**src/rtl/rotfpga_scan_pkg.sv**
```systemverilog
// Shared types and helpers for the rotating-tile FPGA configuration-scan controller.
package rotfpga_scan_pkg;

  typedef enum logic [1:0] {
    IDLE     = 2'd0,
    LOAD     = 2'd1,
    READBACK = 2'd2,
    DONE     = 2'd3
  } scan_state_t;

  localparam int CRC_W = 8;
  localparam logic [CRC_W-1:0] CRC_POLY = 8'h07;

  // Bits needed to index n distinct values (never less than one).
  function automatic int cnt_width(input int n);
    return (n < 2) ? 1 : $clog2(n);
  endfunction

  // One MSB-first step of the serial CRC-8.
  function automatic logic [CRC_W-1:0] crc8_step(input logic [CRC_W-1:0] crc,
                                                 input logic bit_in);
    logic fb;
    fb = crc[CRC_W-1] ^ bit_in;
    return {crc[CRC_W-2:0], 1'b0} ^ (fb ? CRC_POLY : {CRC_W{1'b0}});
  endfunction

endpackage

```
**src/rtl/rotfpga_scan_ctrl_crc8.sv**
```systemverilog
// Serial CRC-8 accumulator for the scan load stream (used when ROTFPGA_SCAN_CRC_EN is defined).
module rotfpga_crc8
  import rotfpga_scan_pkg::*;
(
  input  logic             clk,
  input  logic             rst_n,
  input  logic             i_clear,
  input  logic             i_en,
  input  logic             i_bit,
  output logic [CRC_W-1:0] o_crc
);

  logic [CRC_W-1:0] r_crc;

  // A clear that coincides with a bit restarts the CRC from that bit.
  always_ff @(posedge clk or negedge rst_n) begin
    if (!rst_n) begin
      r_crc <= '0;
    end else if (i_en) begin
      r_crc <= crc8_step(i_clear ? {CRC_W{1'b0}} : r_crc, i_bit);
    end else if (i_clear) begin
      r_crc <= '0;
    end
  end

  assign o_crc = r_crc;

endmodule

```
**src/rtl/rotfpga_scan_ctrl.sv**
```systemverilog
// Configuration-scan controller: host serial stream -> CHAINS parallel tile chains, plus readback.
// Optional CRC-8 trailer check is enabled by defining ROTFPGA_SCAN_CRC_EN.
module rotfpga_scan_ctrl
  import rotfpga_scan_pkg::*;
#(
  parameter int CHAINS    = 4,
  parameter int CHAIN_LEN = 64,
  parameter int CNT_W     = cnt_width(CHAIN_LEN + 1)
) (
  input  logic              clk,
  input  logic              rst_n,
  input  logic              host_se,
  input  logic              host_sc,
  input  logic              host_rb,
  output logic              host_sc_out,
  output logic              chain_se,
  output logic [CHAINS-1:0] chain_di,
  input  logic [CHAINS-1:0] chain_do,
  output logic              busy,
  output logic              done,
  output logic              err,
  output scan_state_t       o_dbg_state
);

  // Chain handshake: chain_se is a one-cycle valid strobe qualifying chain_di;
  // the chains always accept it (no ready), so every strobe is one shift.

  localparam int BIT_W = cnt_width(CHAINS);
  localparam logic [BIT_W-1:0] LAST_BIT = BIT_W'(CHAINS - 1);
  localparam logic [CNT_W-1:0] WORDS    = CNT_W'(CHAIN_LEN);

  scan_state_t       r_state, w_next;
  logic [BIT_W-1:0]  r_bitcnt, w_bit_inc;
  logic [CNT_W-1:0]  r_word_cnt;
  logic [CHAINS-1:0] r_staging, r_oshift, r_chain_di, w_word;
  logic              r_chain_se, r_sc_out, r_err;
  logic              w_data_phase, w_capture, w_word_full, w_rb_strobe, w_err_set;

  assign w_data_phase = (r_word_cnt != WORDS);
  assign w_capture    = host_se & ((r_state == IDLE) | ((r_state == LOAD) & w_data_phase));
  assign w_word_full  = w_capture & (r_bitcnt == LAST_BIT);
  assign w_bit_inc    = (r_bitcnt == LAST_BIT) ? '0 : r_bitcnt + BIT_W'(1);
  assign w_rb_strobe  = (r_state == READBACK) & (r_bitcnt == '0) & w_data_phase;

  always_comb begin
    w_word           = r_staging;
    w_word[r_bitcnt] = host_sc;
  end

`ifdef ROTFPGA_SCAN_CRC_EN
  logic [CRC_W-1:0] w_crc;
  logic [3:0]       r_trl_cnt;
  logic             w_trl_bit, w_trl_last, w_crc_bad;

  assign w_trl_bit  = host_se & (r_state == LOAD) & ~w_data_phase;
  assign w_trl_last = w_trl_bit & (r_trl_cnt == 4'(CRC_W - 1));
  // Residue after the final trailer bit must be zero for a clean load.
  assign w_crc_bad  = (crc8_step(w_crc, host_sc) != '0);

  rotfpga_crc8 u_crc (
    .clk     (clk),
    .rst_n   (rst_n),
    .i_clear (r_state == IDLE),
    .i_en    (w_capture | w_trl_bit),
    .i_bit   (host_sc),
    .o_crc   (w_crc)
  );

  always_ff @(posedge clk or negedge rst_n) begin
    if (!rst_n) begin
      r_trl_cnt <= '0;
    end else if (w_next == IDLE) begin
      r_trl_cnt <= '0;
    end else if (w_trl_bit) begin
      r_trl_cnt <= r_trl_cnt + 4'd1;
    end
  end
`endif

  always_ff @(posedge clk or negedge rst_n) begin
    if (!rst_n) begin
      r_state <= IDLE;
    end else begin
      r_state <= w_next;
    end
  end

  always_comb begin
    w_next = r_state;
    case (r_state)
      IDLE: begin
        if (host_se) w_next = LOAD;
        else if (host_rb) w_next = READBACK;
      end
      LOAD: begin
        if (w_data_phase) begin
          if (!host_se) w_next = IDLE;
        end
`ifdef ROTFPGA_SCAN_CRC_EN
        else if (!host_se) w_next = IDLE;
        else if (w_trl_last) w_next = DONE;
`else
        else w_next = DONE;
`endif
      end
      READBACK: begin
        if ((r_bitcnt == '0) && !w_data_phase) w_next = DONE;
      end
      DONE: begin
        if (!host_se && !host_rb) w_next = IDLE;
      end
      default: w_next = IDLE;
    endcase
  end

  always_comb begin
    w_err_set = 1'b0;
    case (r_state)
      LOAD: begin
`ifdef ROTFPGA_SCAN_CRC_EN
        w_err_set = (w_next == IDLE) | (w_trl_last & w_crc_bad);
`else
        w_err_set = (w_next == IDLE) | (host_se & ~w_data_phase);
`endif
      end
      READBACK, DONE: w_err_set = host_se;
      default:        w_err_set = 1'b0;
    endcase
  end

  always_ff @(posedge clk or negedge rst_n) begin
    if (!rst_n) begin
      r_bitcnt   <= '0;
      r_word_cnt <= '0;
      r_staging  <= '0;
      r_oshift   <= '0;
      r_chain_di <= '0;
      r_chain_se <= 1'b0;
      r_sc_out   <= 1'b0;
      r_err      <= 1'b0;
    end else begin
      r_chain_se <= 1'b0;
      r_chain_di <= '0;
      r_sc_out   <= 1'b0;
      if (w_next == IDLE) begin
        r_bitcnt   <= '0;
        r_word_cnt <= '0;
        r_staging  <= '0;
        r_oshift   <= '0;
      end else if (w_capture) begin
        r_bitcnt  <= w_bit_inc;
        r_staging <= w_word_full ? '0 : w_word;
        if (w_word_full) begin
          r_chain_se <= 1'b1;
          r_chain_di <= w_word;
          r_word_cnt <= r_word_cnt + CNT_W'(1);
        end
      end else if (r_state == READBACK) begin
        // Tail word is captured on the strobe cycle; its bit 0 goes out immediately.
        if (w_rb_strobe) begin
          r_oshift   <= chain_do;
          r_sc_out   <= chain_do[0];
          r_word_cnt <= r_word_cnt + CNT_W'(1);
          r_bitcnt   <= w_bit_inc;
        end else if (r_bitcnt != '0) begin
          r_sc_out <= r_oshift[r_bitcnt];
          r_bitcnt <= w_bit_inc;
        end
      end
      if ((r_state == IDLE) && host_se) r_err <= 1'b0;
      else if (w_err_set) r_err <= 1'b1;
    end
  end

  always_comb begin
    busy        = (r_state == LOAD) | (r_state == READBACK);
    done        = (r_state == DONE);
    chain_se    = r_chain_se | w_rb_strobe;
    chain_di    = (r_state == READBACK) ? chain_do : r_chain_di;
    host_sc_out = r_sc_out;
    err         = r_err;
    o_dbg_state = r_state;
  end

endmodule
```
**config.mk**
```make
export PLATFORM = sky130hd
export DESIGN_NAME = rotfpga_scan_ctrl
export DESIGN_NICKNAME = d
export VERILOG_FILES = /design/src/rtl/rotfpga_scan_pkg.sv /design/src/rtl/rotfpga_scan_ctrl_crc8.sv /design/src/rtl/rotfpga_scan_ctrl.sv
export SDC_FILE = /design/constraint.sdc
export NUM_CORES = 1
export LEC_CHECK = 0
export CORE_MARGIN = 5
export CORE_UTILIZATION = 59
export DETAILED_ROUTE_END_ITERATION = 10
export PLACE_DENSITY = 0.81
export SLEW_MARGIN = 20
export SYNTH_ARGS = -nofsm -noshare
export SYNTH_HDL_FRONTEND = slang
export SYNTH_HIERARCHICAL = 1
export SYNTH_SLANG_ARGS = --single-unit
```
**constraint.sdc**
```tcl
create_clock -name clk -period 4.5 [get_ports clk]
set_input_delay 0.45 -clock clk [delete_from_list [all_inputs] [get_ports clk]]
set_output_delay 0.45 -clock clk [all_outputs]
set_load 0.05 [all_outputs]
```
Yosys cells after proc, flatten, opt, wreduce, memory -nomap -nowiden

Index checks and enable logic that the tools add are counted.

Bits in registers: 26
Bits of input ports: 9
Output and inout port bits: 11
Logic and storage cells: 98

$add $sub $neg: 2
Order comparisons: 2
Equal/unequal tests: 7
Muxes and demuxes: 45
Bitwise logic cells: 11
Reductions and logical operators: 22

Operators by type and width:

| operator                                               | number |
|---|---|
| two-way mux 4 bit                                      | 11 |
| two-way mux 7 bit                                      | 5 |
| two-way mux 2 bit                                      | 12 |
| two-way mux 1 bit                                      | 12 |
| nonzero test 2 bit                                     | 5 |
| case mux 2 bit (4 select lines)                        | 1 |
| adder 7 x 1 -> 7 bit (second input constant)           | 1 |
| inequality test 7 bit (second input constant)          | 1 |
| bitwise AND 1 bit                                      | 6 |
| equality test 2 bit (second input constant)            | 3 |
| zero test 2 bit                                        | 3 |
| AND reduction 3 bit                                    | 2 |
| nonzero test 3 bit                                     | 2 |
| bitwise mux 4 bit                                      | 1 |
| logical AND 1 bit                                      | 4 |
| bitwise OR 1 bit                                       | 4 |
| nonzero test 4 bit                                     | 1 |
| zero test 1 bit                                        | 3 |
| < comparator 2 x 3 -> 1 bit (second input constant)    | 1 |
| inequality test 3 x 1 -> 1 bit (second input constant) | 1 |
| adder 2 x 1 -> 2 bit (second input constant)           | 1 |
| binary-select mux 1 bit (select 2 bit)                 | 1 |
| demux 1 bit (select 2 bit)                             | 1 |
| equality test 2 x 1 -> 1 bit (second input constant)   | 1 |
| other kinds (6)                                        | 6 |

Longest topological paths before layout

Depth after elaboration: 10
Gate-level depth with buffers: 8
Gate-level depth less buffers: 7

Worst setup path before layout

No wires, ideal clock.

Path kind: reg2out
From: register r_state[1] (netlist: o_dbg_state[1])
To: output port chain_se
Data arrival time: 2,045 ps
Data required time: 4,050 ps
Path slack: 2,005 ps
Cell stages (with the launch flop): 5
Path through: dfrtp_1 > ha_1 > buf_4 > nand2_1 > o21bai_1

Cells in the longest elaborated chain, start to end: 4

Ends and longest elaborated chain:

| item                            | line                     | text |
|---|---|---|
| from (decl)                     | rotfpga_scan_ctrl.sv:32  | `scan_state_t r_state, w_next;` |
| from (signal assigned)          | rotfpga_scan_ctrl.sv:84  | `r_state <= w_next;` |
| equality test 2 bit             | rotfpga_scan_ctrl.sv:43  | `assign w_rb_strobe = (r_state == READBACK) & (r_bitcnt == '0) & w_data_phase;` |
| bitwise AND 1 bit (2 in series) | rotfpga_scan_ctrl.sv:43  |  |
| bitwise OR 1 bit                | rotfpga_scan_ctrl.sv:178 | `chain_se = r_chain_se \| w_rb_strobe;` |
| to (decl)                       | rotfpga_scan_ctrl.sv:16  | `output logic chain_se,` |

No other way between the ends.

Worst setup path in the final report

From: register r_state[0] (netlist: o_dbg_state[0])
To: output port chain_se

Same word-level chain as after synthesis.

==> results.cfg <==
[floorplanning]
die_w_microns = 61.76
rows = 18
pin_count = 20
fp.dieH_microns = 61.76
core_sq_um = 2522
start_util_pct = 62.65
die-area_sq_um = 3814

[setup_path]
crit_path_top_delay_cell = clkdlybuf4s50_1
cp.arrival_ps = 2680
r2r_cells = 7
regToRegEndpoint = err
path_depth = 5
ff2ff_setup_slack_ps = 1880
worstSetupPathType = flop to output port
startpoint_type = flop
crit_fanout = 13
worst_setup_path_end_kind = output port
critical_path.startpoint = o_dbg_state[0]
crit_chain = inv_1 > ha_1 > nand2_1 > o21bai_1 > clkdlybuf4s50_1
cp_slowest_stage_delay_ps = 830
path_delay_family = buffers and inverters
regToRegStartpoint = o_dbg_state[0]
path_buf_inv = 2
endpoint = chain_se
cp.required_ps = 4050

[global_route]
grt_remaining_overflow = 0
grt_first_pass_wirelength_mm = 5.375
grt_pass1_vias = 1209
grt_max_degree = 26
antenna_found_initial = 0
grt.total_usage_pct = 19.19

[final_layout]
drive_gt1_share_pct = 18.79
fin_nets = 186
diodes = 0
stdcell_count = 195
area_delta_synth_final_pct = 13.94

[clock_tree]
numCtsBuffers = 3
holdBufCountCts = 0
htreeDepth = 1
cts_tree = yes
cts.sinks = 25
clk_latency_ps = 330
cts_resized = 0
clockRootBuffer = clkbuf_4
path_clk_slew_ps = 140
cts_setup_buffers = 0
max-clock-path-buffers = 2

[timing]
timing.fmax_mhz = 319.9
setup_viol = 0
skew_ps = 4.869
slew_viol_final = 0
rsz0062_at_grt = no
worstMarginPinSlew_ps = 638.2
fin_ws_ps = 1374
final_hold_viol_count = 0
fin_crit_sh_pct = 69.47
fin_tns_setup_ps = 0
slew_headroom_pct = 57.35
finalCriticalPeriod_ps = 3126

[route]
routedWlPerCell_microns = 16.19
drtIter0Drc = 58
finalWirelength_mm = 3.157
firstDrtPassIters = 4
drc = 0
vias = 1183
vias_per_cell = 6.067
drtAntennaViolNets = 0

[synthesis]
synth_edf_count = 0
ys_seq_area_share_pct = 39.59
synth-warning-count = 6
syn_avg_cell_area_sq_um = 10.90
synth_cell_types = 44
synth.ff_latch_count = 25
synth_ff_type = dfrtp_1
synthesis.area_sq_um = 1580
postSynth.asyncResetShare_pct = 100.0
yosys.area.top_type = dfrtp_1
syn_inst = 145
synth_area_leaders = dfrtp_1 40%, ha_1 8.7%, mux2i_1 5.1%, mux2_2 3.6%, nor2_1 2.9%
yosysTopAreaCellShare_pct = 39.59
synth_nets = 165

[pwr]
power.total_uw = 1084
ir_drop_uv = 557.2
p_sw_share_pct = 49.52
power.share.clock_pct = 9.6
power.internal_uw = 547.0
p_comb_share_pct = 61.1
seqPwrFrac_pct = 29.3
p_switching_uw = 536.6
power_density_nw_per_um2 = 601.8
power.leakage_uw = 0.0007784

[job]
drv_cap = 0

[outcome]
status = complete, no violations

[place]
placed_cells = 191
numPortBuffers = 19
place_hpwl_mm = 2.307
pre_cts_ws_ps = 1752
routabilityCongestion = 0.8124

[min_path]
hold_path.class = input pin to async pin
Yosys cell counts, types with 4 or more instances:
library cell	number
nand2_1	5
nor2_1	12
o21ai_0	5
nor3_1	4
mux2i_1	8
xnor2_1	5
a21oi_1	5
mux2_2	5
inv_1	10
dfrtp_1	25
ha_1	11
nor2_2	6
worst register-to-register path: cells and delay by family, from the launching register on:
kind                       cells  cell delay [ps]
and+or+nand+nor                2              920
adders and majority gates      1              380
DFF                            1              460
buffers and inverters          1              110
AOI/OAI and AO/OA              3              700
layer usage:
metal | global-route usage, % | part of all wire [%] | up-vias | wire (microns)
li1 | - | - | 560 | -
met1 | 23.71 | 44 | 590 | 1393
met2 | 32.74 | 49 | 28 | 1533
met3 | 3.099 | 5.5 | 5 | 174
met4 | 9.091 | 1.8 | 0 | 56
met5 | 0 | 0 | - | 0
kinds of logic after synthesis:
group	share of synthesized area, %
fa+ha+maj	8.709
flops	39.59
buf+inv	4.276
xor+xnor	3.325
mux	10.06
simple gates	17.89
compound gates	16.15
worst min path at each step:
stage,startpoint,end,depth (start not counted)
after CTS,r_oshift[2],r_oshift[2],2
after floorplan,rst_n,err,0
after global routing,rst_n,r_oshift[0],1
after detailed placement,r_staging[0],r_staging[0],2
final,rst_n,o_dbg_state[0],1
after global placement,r_oshift[2],r_oshift[2],2
state kept, by name (all words and copies together), names as in the netlist:
register     count
r_chain_se       1
r_oshift         4
r_bitcnt         2
host_sc_out      1
r_word_cnt       7
r_chain_di       4
o_dbg_state      2
r_staging        3
err              1
placed cells by master (no fill, tap or decap), types with 2 or more instances in the layout:
master           synthesis  layout
a211o_1                  2       2
a21o_1                   2       2
a21oi_1                  5       5
a21oi_2                  2       2
a22oi_1                  3       3
and4bb_2                 2       2
clkbuf_4                 0       3
clkdlybuf4s50_1          0      18
dfrtp_1                 25      25
ha_1                    11      11
inv_1                   10      10
mux2_2                   5       5
mux2i_1                  8       8
nand2_1                  5       5
nand3_1                  3       3
nor2_1                  12      12
nor2_2                   6       6
nor3_1                   4       4
nor3b_1                  3       3
o21ai_0                  5       5
or3_1                    2       2
xnor2_1                  5       5
layout make-up:
| type | count | area, sq um |
|---|---|---|
| inverters | 10 | 37.54 |
| repair buffers | 19 | 185.2 |
| clock buffers | 3 | 22.52 |
| fillers | 191 | 721.9 |
| well taps | 30 | 37.54 |
| flip-flops and latches | 25 | 625.6 |
| clock inverters | 1 | 5.005 |
| multi-input cells | 107 | 887.1 |
stage by stage:
step / hold slack, ps / instance area, sq um / utilization (%)
after global routing: 113.3 / 1800 / 71.38
after CTS: 554.7 / 1805 / 71.58
after global placement: 503.0 / 1778 / 70.49
after detailed placement: 522.3 / 1778 / 70.49
after floorplan: 154.4 / 1580 / -
final: 89.76 / 1800 / 71.38
power groups by stage:
stage	clock [uW]	sequential, uW	combinational (uW)
floorplan	0	349	509
global placement	0	316	644
detailed placement	0	321	660
CTS	107	316	665
global route	117	324	718
finish	105	317	662
Note: power is estimated with default switching activity, not from simulation.
